--- config.mk ---
export PLATFORM = sky130hd
export DESIGN_NAME = hex_entry_pad
export DESIGN_NICKNAME = d
export VERILOG_FILES = /design/src/rtl/hex_entry_pad.sv
export SDC_FILE = /design/constraint.sdc
export NUM_CORES = 1
export LEC_CHECK = 0
export CAP_MARGIN = 20
export CORE_ASPECT_RATIO = 0.7
export CORE_MARGIN = 5
export CORE_UTILIZATION = 55
export CTS_CLUSTER_DIAMETER = 30
export DETAILED_ROUTE_END_ITERATION = 12
export GPL_ROUTABILITY_DRIVEN = 0
export GPL_TIMING_DRIVEN = 1
export PLACE_DENSITY = 0.78
export SLEW_MARGIN = 20
export SYNTH_ARGS = -nofsm -noshare
export SYNTH_HDL_FRONTEND = slang
export SYNTH_SLANG_ARGS = --single-unit
--- constraint.sdc ---
create_clock -name clk -period 4.73 [get_ports clk]
set_input_delay 0.7095 -clock clk [delete_from_list [all_inputs] [get_ports clk]]
set_output_delay 0.7095 -clock clk [all_outputs]
set_load 0.02 [all_outputs]
--- src/rtl/hex_entry_pad.sv ---
// Front-panel hex entry: debounced push/clear/commit buttons assemble a
// word from switch nibbles and hand it downstream over valid/ready.

module hex_entry_debounce #(
   parameter int CYCLES = 1000000
) (
   input  logic clk_i,
   input  logic rst_i,
   input  logic raw_i,
   output logic press_o
);

   localparam int CW = (CYCLES > 1) ? $clog2(CYCLES) : 1;
   localparam logic [CW-1:0] LAST = CW'(CYCLES - 1);

   logic          level_q;
   logic          level_d;
   logic          press_q;
   logic          press_d;
   logic [CW-1:0] cnt_q;
   logic [CW-1:0] cnt_d;

   // Any sample agreeing with the accepted level restarts the run.
   always_comb begin
      level_d = level_q;
      press_d = 1'b0;
      cnt_d   = '0;
      if (raw_i != level_q) begin
         if (cnt_q == LAST) begin
            level_d = raw_i;
            press_d = raw_i;
         end else begin
            cnt_d = cnt_q + 1'b1;
         end
      end
   end

   always_ff @(posedge clk_i) begin
      if (rst_i) begin
         level_q <= 1'b0;
         press_q <= 1'b0;
         cnt_q   <= '0;
      end else begin
         level_q <= level_d;
         press_q <= press_d;
         cnt_q   <= cnt_d;
      end
   end

   assign press_o = press_q;

endmodule

module hex_entry_pad #(
   parameter int DEBOUNCE_CYCLES = 1000000,
   parameter int DIGITS          = 8
) (
   input  logic                clk,
   input  logic                Reset,
   input  logic [3:0]          SW,
   input  logic                BtnPush,
   input  logic                BtnClear,
   input  logic                BtnCommit,
   input  logic                out_ready,
   output logic                out_valid,
   output logic [4*DIGITS-1:0] out_data,
   output logic [4*DIGITS-1:0] entry_val,
   output logic [3:0]          digit_count,
   output logic                entry_err
);

   localparam int W = 4 * DIGITS;
   localparam logic [3:0] MAXD = 4'(DIGITS);

   typedef enum logic {
      ENTRY,
      HOLD
   } state_t;

   logic [6:0]   meta_q;
   logic [6:0]   sync_q;
   logic [2:0]   press;
   logic         push_p;
   logic         clr_p;
   logic         cmt_p;
   logic [3:0]   sw_s;

   state_t       state_q;
   state_t       state_d;
   logic [W-1:0] entry_q;
   logic [W-1:0] entry_d;
   logic [W-1:0] data_q;
   logic [W-1:0] data_d;
   logic [3:0]   count_q;
   logic [3:0]   count_d;
   logic         err_q;
   logic         err_d;

   // Two-stage synchronizer: {commit, clear, push, SW}
   always_ff @(posedge clk) begin
      if (Reset) begin
         meta_q <= '0;
         sync_q <= '0;
      end else begin
         meta_q <= {BtnCommit, BtnClear, BtnPush, SW};
         sync_q <= meta_q;
      end
   end

   assign sw_s = sync_q[3:0];

   for (genvar i = 0; i < 3; i++) begin : g_db
      hex_entry_debounce #(
         .CYCLES (DEBOUNCE_CYCLES)
      ) u_db (
         .clk_i   (clk),
         .rst_i   (Reset),
         .raw_i   (sync_q[4+i]),
         .press_o (press[i])
      );
   end

   assign push_p = press[0];
   assign clr_p  = press[1];
   assign cmt_p  = press[2];

   // Clear beats commit beats push; HOLD ignores all buttons.
   always_comb begin
      state_d = state_q;
      entry_d = entry_q;
      data_d  = data_q;
      count_d = count_q;
      err_d   = 1'b0;
      unique case (state_q)
         ENTRY: begin
            if (clr_p) begin
               entry_d = '0;
               count_d = '0;
            end else if (cmt_p) begin
               if (count_q != 4'd0) begin
                  data_d  = entry_q;
                  state_d = HOLD;
               end else begin
                  err_d = 1'b1;
               end
            end else if (push_p) begin
               if (count_q < MAXD) begin
                  entry_d = {entry_q[W-5:0], sw_s};
                  count_d = count_q + 4'd1;
               end else begin
                  err_d = 1'b1;
               end
            end
         end
         HOLD: begin
            if (out_ready) begin
               state_d = ENTRY;
               entry_d = '0;
               count_d = '0;
            end
         end
         default: state_d = ENTRY;
      endcase
   end

   always_ff @(posedge clk) begin
      if (Reset) begin
         state_q <= ENTRY;
         entry_q <= '0;
         data_q  <= '0;
         count_q <= '0;
         err_q   <= 1'b0;
      end else begin
         state_q <= state_d;
         entry_q <= entry_d;
         data_q  <= data_d;
         count_q <= count_d;
         err_q   <= err_d;
      end
   end

   assign out_valid   = (state_q == HOLD);
   assign out_data    = data_q;
   assign entry_val   = entry_q;
   assign digit_count = count_q;
   assign entry_err   = err_q;

endmodule

==> results of run 1 <==
==> state kept, by name, summed over array words and instances, names as in the netlist <==
name	count
digit_count	4
entry_err	1
entry_val	32
g_db.u_db.cnt_q	60
g_db.u_db.level_q	3
g_db.u_db.press_o	3
meta_q	7
out_data	32
out_valid	1
sync_q	7
==> cell families (layout without fill, tap and decap cells) <==
logic type / count (synthesis) / count (layout) / synth area share (%)
multiplexers: 1 / 1 / 0.1718
XOR/XNOR: 35 / 35 / 5.261
buffers and inverters: 48 / 128 / 3.350
flip-flops: 150 / 150 / 51.54
AO/OA/AOI/OAI: 131 / 131 / 12.35
AND/OR/NAND/NOR: 317 / 317 / 26.26
adder cells (fa/ha/maj): 5 / 5 / 1.074
==> worst min-delay path by stage <==
stage / from / end / slack [ns] / cells after the start
CTS: meta_q[2] / sync_q[2] / 0.44 / 1
floorplan: g_db[0].u_db.cnt_q[0] / g_db[0].u_db.cnt_q[0] / 0.41 / 1
global route: meta_q[2] / sync_q[2] / 0.46 / 1
finish: meta_q[2] / sync_q[2] / 0.44 / 1
detailed placement: meta_q[2] / sync_q[2] / 0.42 / 1
global placement: g_db[0].u_db.cnt_q[0] / g_db[0].u_db.cnt_q[0] / 0.42 / 1
==> metal layers <==
metal / track usage [%] / up-vias / wire length, µm
met5: 0 / - / 0
met4: 7.266 / 0 / 172
met3: 6.635 / 21 / 878
met2: 34.50 / 158 / 6304
met1: 28.32 / 2329 / 6354
li1: - / 2487 / -
==> power by group <==
group | leakage, nW | total [mW] | internal, mW | switching, mW
registers | 1.21 | 1.27 | 1.27 | 0.00263
clock network | 0.291 | 1.45 | 0.934 | 0.520
logic | 0.828 | 0.0373 | 0.0129 | 0.0244
==> cell usage after synthesis, drive strengths merged (2+ instances only) <==
cell	n
nand2	118
ha	5
buf	8
or4b	2
nor2	79
nor4b	4
and2	5
dfxtp	150
a211oi	3
or4	13
or4bb	2
or3b	2
nor3	3
inv	13
xor2	21
or2	5
o31ai	8
a21oi	93
and4	5
xnor2	14
o21ai	20
nor4	3
and3	6
nand4	14
nand3	20
or3	19
clkbuf	27
nor3b	2
nor2b	14
==> metrics by stage <==
stage,total power [mW],worst slack [ns]
final,2.763,2.333
after global routing,2.834,2.221
after CTS,2.776,2.376
after detailed placement,1.337,1.961
after global placement,1.335,2.085
after floorplan,1.325,2.763
==> area by class of cell <==
class	instances	share of cell area, %
Clock buffer	19	5.906
Clock inverter	13	2.800
Multi-Input combinational cell	489	36.28
Inverter	13	0.6658
Sequential cell	150	40.97
Tap cell	132	2.253
Timing Repair Buffer	83	11.13
==> run summary, run 1 <==
========================================================================================
Internal reg-to-reg setup slack ...........................................      2.56 ns
Area of the multi-input gates .............................................     2659 µm²
Synth cell types ..........................................................           44
Maximum clock path buffer count ...........................................            2
EDFF count, synth .........................................................            0
Clock root buffer ......................................................... sky130_fd_sc_hd__clkbuf_16
Congestion Overflow GR ....................................................            0
Global-route wire length before repair ....................................     22400 µm
Final number of hold-violating endpoints ..................................            0
TritonCTS clock tree ......................................................         done
Leakage Power .............................................................     2.330 nW
Critical path class .......................................................    in -> reg
Synthesized Nets ..........................................................          702
Via total after detailed routing ..........................................         4995
Number of port buffers ....................................................           79
Final core utilization ....................................................       70.77%
Cell area after placement .................................................     6685 µm²
Endpoint of the most critical setup path .................................. entry_val[20]
Clock H-tree levels .......................................................            4
Routed len/inst ...........................................................     15.25 µm
Maximum clock frequency ...................................................    417.2 MHz
Leading cell type in the layout, fill and taps excluded ................... sky130_fd_sc_hd__dfxtp_1
Clk_skew ..................................................................  0.008650 ns
Number of buffers added to fix hold violations after cts ..................            0
Number of sinks handled by clock tree synthesis ...........................          150
Remaining DRCs ............................................................            0
WHS .......................................................................    0.4355 ns
Worst slew margin relative to its limit ...................................       45.18%
Setup crit end kind .......................................................     register
Post-cts repair resize count ..............................................            0
Net count, final ..........................................................          769
Pin count of the biggest net entering global routing ......................           37
Initial cell density of the core ..........................................       56.26%
Proportion of layout cells with a drive suffix above 1 ....................       6.389%
Launch point of the worst path ............................................    out_ready
Antenna violations before repair ..........................................            0
Cell type contributing the most total cell area after synthesis ........... sky130_fd_sc_hd__dfxtp_1
Post-Synthesis Cells ......................................................          687
Share of synthesized flip-flops with an asynchronous set or reset .........           0%
Number of violations reported at the end of detailed-routing iteration 0 ..          407
Die area ..................................................................    12790 µm²
Count of placed standard cells in the final layout, fillers left out ......          899
DP HPWL ...................................................................      9211 µm
Total instance count after detailed placement .............................          867
FF+latch count, synth .....................................................          150
Cell types occupying the most area after synthesis ........................ sky130_fd_sc_hd__dfxtp_1, sky130_fd_sc_hd__a21oi_1, sky130_fd_sc_hd__nand2_1
Signal arrival time at the worst endpoint .................................      2.66 ns
DR pass1 iterations .......................................................            5
Pwr dens .................................................................. 376.9 nW/µm²
Ant. Diodes ...............................................................            0
Setup Total Neg Slack .....................................................         0 ns
Remaining number of nets flagged by the antenna check after routing .......            0
Fin. max-slew vios ........................................................            0
Via count of the first global-routing pass ................................         4623
Boundary Pins .............................................................           80
Category of cells accounting for the largest share of critical-path delay . simple AND/OR/NAND/NOR gates
TritonCTS buffer count ....................................................           17
Clock network latency to the later pin of the worst-skew pair .............      0.41 ns
Result of the run ......................................................... finished clean
Layout-stage area growth over the synthesis result ........................       25.79%
Floorplan row count .......................................................           31
Post-CTS Repair Setup Buffers .............................................            0
Vertical extent of the die ................................................     96.12 µm
Cells traversed along the worst timing path ............................... clkdlybuf4s50_1 -> nand2b_1 -> o21a_1 -> buf_4 -> or2_2 -> a21oi_1
FF+latch area .............................................................     3003 µm²
Share of the clock period used by the worst path after layout .............       50.68%
Worst voltage drop across the vdd grid ....................................  0.0002458 V
Top fanout value on the critical path .....................................           36
Class of the most critical hold timing path ...............................   reg -> reg
Synthesized area divided by synthesized cell count ........................    8.482 µm²
Clock period minus worst slack ............................................     2.397 ns
Placeable core area .......................................................    10360 µm²
Startpoint type of the worst setup path ...................................   input port
Share of the synthesized area in the top cell type ........................       51.54%
Cell type of the slowest stage on the worst timing path ................... sky130_fd_sc_hd__or2_2
Wire length reported by the detailed router ...............................     13710 µm
Most used cells in the layout excluding fill and tap cells ................ sky130_fd_sc_hd__dfxtp_1, sky130_fd_sc_hd__nand2_1, sky130_fd_sc_hd__a21oi_1
Netlist area before placement .............................................     5827 µm²
Unrepaired setup endpoints after global routing ...........................           no
Area of all placed cells without fillers ..................................     7330 µm²
Tot GR Track Use ..........................................................       21.65%
Ys Warns ..................................................................            0
Worst path required time ..................................................      4.99 ns
Vias per cell .............................................................        5.556
Number of buffer and inverter stages on the critical path .................            2
Max-cap violations ........................................................            0
Floorplan die width .......................................................     133.0 µm
Number of inserted filler cells in the final layout .......................          771
Cell depth of the worst setup path ........................................            6
Top FF cell, synth ........................................................ sky130_fd_sc_hd__dfxtp_1
Reg2reg path depth ........................................................            4
Largest incremental delay on the critical path ............................      0.59 ns
Clock slew at reported path FFs ...........................................      0.06 ns
Seq/Total Area, Yosys .....................................................       51.54%
Reg-to-Reg Start .......................................................... g_db[1].u_db.cnt_q[12]
Reg2Reg Capture Point ..................................................... g_db[1].u_db.cnt_q[6]
Transition time at the pin with the least slew margin .....................    0.8221 ns
Endpoints failing setup ...................................................            0
========================================================================================
Power figures use the tool's default switching activity.
==> run 2: changes to the inputs <==
- CORE_UTILIZATION: 55 -> 49
- PLACE_DENSITY: 0.78 -> 0.73
- clock period: 4.73 -> 2.1 ns (I/O delays scaled with it)
==> run 2 against run 1 <==
  * Critical path depth fell by 1
  * Clock power up 100%
  * Total power is 110% higher
  * Largest cell class unchanged
  * Via count grew 1.3%
  * Worst setup slack worse by 2.2 ns
  * Critical endpoint is now g_db[0].u_db.cnt_q[13]
==> run summary, run 2 (synthesis gave the netlist of run 1 again) <==
=======================================================================================
Hold Crit Depth ..........................................................            2   was 1
TritonCTS clock tree .....................................................         done   unchanged
Fin. max-slew vios .......................................................            0   unchanged
Vertical extent of the die ...............................................     101.2 µm   was 96.12 µm
Remaining DRCs ...........................................................            0   unchanged
Clock root buffer ........................................................ sky130_fd_sc_hd__clkbuf_16   unchanged
Critical path class ......................................................   reg -> reg   was in -> reg
Net count, final .........................................................          777   was 769
Leading cell type in the layout, fill and taps excluded .................. sky130_fd_sc_hd__dfxtp_1   unchanged
Worst slew margin relative to its limit ..................................       59.11%   was 45.18%
Sw frac ..................................................................       20.57%   was 19.79%
Clk_skew .................................................................   0.01140 ns   was 0.008650 ns
TritonCTS buffer count ...................................................           17   unchanged
Via total after detailed routing .........................................         5058   was 4995
Wire length reported by the detailed router ..............................     13420 µm   was 13710 µm
DP HPWL ..................................................................      9314 µm   was 9211 µm
Die area .................................................................    14210 µm²   was 12790 µm²
Reg2reg path depth .......................................................            5   was 4
Setup crit end kind ......................................................     register   unchanged
Boundary Pins ............................................................           80   unchanged
Number of inserted filler cells in the final layout ......................          978   was 771
Maximum clock path buffer count ..........................................            2   unchanged
Global-route wire length before repair ...................................     22560 µm   was 22400 µm
Signal arrival time at the worst endpoint ................................      2.30 ns   was 2.66 ns
Top fanout value on the critical path ....................................           10   was 36
Final number of hold-violating endpoints .................................            0   unchanged
Leakage Power ............................................................     2.368 nW   was 2.330 nW
Number of violations reported at the end of detailed-routing iteration 0 .          343   was 407
Reg2Reg Capture Point .................................................... g_db[0].u_db.cnt_q[13]   was g_db[1].u_db.cnt_q[6]
Final core utilization ...................................................       63.23%   was 70.77%
WHS Endpoint .............................................................    sync_q[5]   was sync_q[2]
Number of port buffers ...................................................           79   unchanged
Register with the highest flop count ..................................... g_db.u_db.cnt_q   unchanged
Antenna violations before repair .........................................            0   unchanged
DR pass1 iterations ......................................................            5   unchanged
Endpoints failing setup ..................................................            0   unchanged
Congestion Overflow GR ...................................................            0   unchanged
Transition time at the pin with the least slew margin ....................    0.6134 ns   was 0.8221 ns
Number of buffers added to fix hold violations after cts .................            0   unchanged
Worst voltage drop across the vdd grid ...................................  0.0005942 V   was 0.0002458 V
Pwr dens ................................................................. 801.6 nW/µm²   was 376.9 nW/µm²
Internal Pwr Total .......................................................     4.704 mW   was 2.216 mW
Clock slew at reported path FFs ..........................................      0.06 ns   about the same
WHS ......................................................................    0.2879 ns   was 0.4355 ns
Maximum clock frequency ..................................................    498.0 MHz
Share of the clock period used by the worst path after layout ............       95.62%
Initial cell density of the core .........................................       49.87%   was 56.26%
Relative contribution of sequential cells to total power .................        48.4%   was 46.1%
Worst path required time .................................................      2.39 ns   was 4.99 ns
Max-cap violations .......................................................            0   unchanged
Vias per cell ............................................................        5.427   was 5.556
Pin count of the biggest net entering global routing .....................           39   was 37
Post-CTS Repair Setup Buffers ............................................            0   unchanged
Combinational share of power .............................................         1.5%   was 1.4%
Result of the run ........................................................ finished clean   unchanged
Remaining number of nets flagged by the antenna check after routing ......            0   unchanged
Setup Total Neg Slack ....................................................         0 ns   unchanged
Floorplan row count ......................................................           33   was 31
Floorplan die width ......................................................     140.3 µm   was 133.0 µm
Clock group share of total power .........................................        50.1%   was 52.6%
Via count of the first global-routing pass ...............................         4716   was 4623
Startpoint type of the worst setup path ..................................     register   was input port
Ant. Diodes ..............................................................            0   unchanged
Routed len/inst ..........................................................     14.39 µm   was 15.25 µm
Unrepaired setup endpoints after global routing ..........................           no   unchanged
Proportion of layout cells with a drive suffix above 1 ...................       7.484%   was 6.389%
Tot GR Track Use .........................................................       19.28%   was 21.65%
Clock H-tree levels ......................................................            4   unchanged
Layout-stage area growth over the synthesis result .......................       26.80%   was 25.79%
Number of sinks handled by clock tree synthesis ..........................          150   unchanged
Class of the most critical hold timing path ..............................    in -> reg   was reg -> reg
Most used cells in the layout excluding fill and tap cells ............... sky130_fd_sc_hd__dfxtp_1, sky130_fd_sc_hd__nand2_1, sky130_fd_sc_hd__a21oi_1   unchanged
Sw power .................................................................     1.218 mW   was 546.6 µW
Reg-to-Reg Start ......................................................... g_db[0].u_db.cnt_q[10]   was g_db[1].u_db.cnt_q[12]
Placeable core area ......................................................    11690 µm²   was 10360 µm²
Number of flip-flops under the largest register name .....................           60   unchanged
Internal reg-to-reg setup slack ..........................................      0.09 ns   was 2.56 ns
Clock network latency to the later pin of the worst-skew pair ............      0.41 ns   about the same
Clock period minus worst slack ...........................................     2.008 ns
Total power ..............................................................     5.923 mW   was 2.763 mW
Hold path start ..........................................................        Reset   was meta_q[2]
=======================================================================================
-- run 2: cell count changes in the layout (fill, tap and decap cells not counted), sizes merged --
cell,previous run,this run
clkbuf,19,20
clkinv,2,6
bufinv,5,2
clkinvlp,6,2
inv,13,15
buf,5,13
-- run 2: routing by layer --
metal | vias up | global-route usage [%] | routed length, µm
li1 | 2506 | - | -
met1 | 2417 | 25.56 | 6196
met2 | 125 | 31.29 | 6412
met3 | 10 | 4.955 | 727
met4 | 0 | 6.031 | 80
met5 | - | 0 | 0
-- run 2: repair_timing --
item / in CTS / in global routing
endpoints found under the hold margin: 0 / 0
endpoints found under the setup margin: 0 / 22
gates resized for setup: 0 / 2
-- run 2: how the worst max path moves through the flow --
stage / startpoint / to / slack, ns
2_1_floorplan: g_db[1].u_db.cnt_q[12] / g_db[1].u_db.cnt_q[18] / 0.13
3_3_place_gp: g_db[1].u_db.cnt_q[2] / g_db[1].u_db.cnt_q[19] / 0.16
3_5_place_dp: g_db[0].u_db.cnt_q[6] / g_db[0].u_db.cnt_q[18] / 0.10
4_1_cts: g_db[0].u_db.cnt_q[6] / g_db[0].u_db.cnt_q[18] / 0.09
5_1_grt: g_db[0].u_db.cnt_q[9] / g_db[0].u_db.cnt_q[13] / 0.003
6_report: g_db[0].u_db.cnt_q[10] / g_db[0].u_db.cnt_q[13] / 0.09
-- run 2: metrics by stage --
step                      area (µm²)  cells  setup WS [ns]
after floorplan                 5827    687         0.1328
after global placement          6798    900         0.1571
after detailed placement        6798    900         0.1012
after CTS                       7381    932        0.08823
after global routing            7388    932       0.002963
final                           7388    932        0.09194
-- run 2: power groups by stage --
stage | combinational (mW) | sequential, mW | clock (mW)
3_5_place_dp | 0.0901 | 2.93 | 0
3_3_place_gp | 0.0885 | 2.93 | 0
6_report | 0.0905 | 2.87 | 2.97
5_1_grt | 0.100 | 2.87 | 3.17
4_1_cts | 0.0907 | 2.87 | 3.02
2_1_floorplan | 0.0573 | 2.93 | 0
-- run 2: area by class of cell --
class                      count  area [µm²]  area share [%]
sequential                   150        3003           40.64
multi-input combinational    489        2656           35.95
clock inverter                12       126.4           1.710
tap                          157       196.4           2.659
inverter                      13       48.80          0.6605
timing repair buffer          91       900.9           12.19
clock buffer                  20       456.7           6.181
-- run 2: critical path, cell delays in order (launching register included) --
cell and delay, ns:
sky130_fd_sc_hd__dfxtp_1 0.34, sky130_fd_sc_hd__or4bb_1 0.51, sky130_fd_sc_hd__or4_1 0.61, sky130_fd_sc_hd__o21ai_2 0.17, sky130_fd_sc_hd__buf_4 0.19, sky130_fd_sc_hd__a21oi_1 0.06
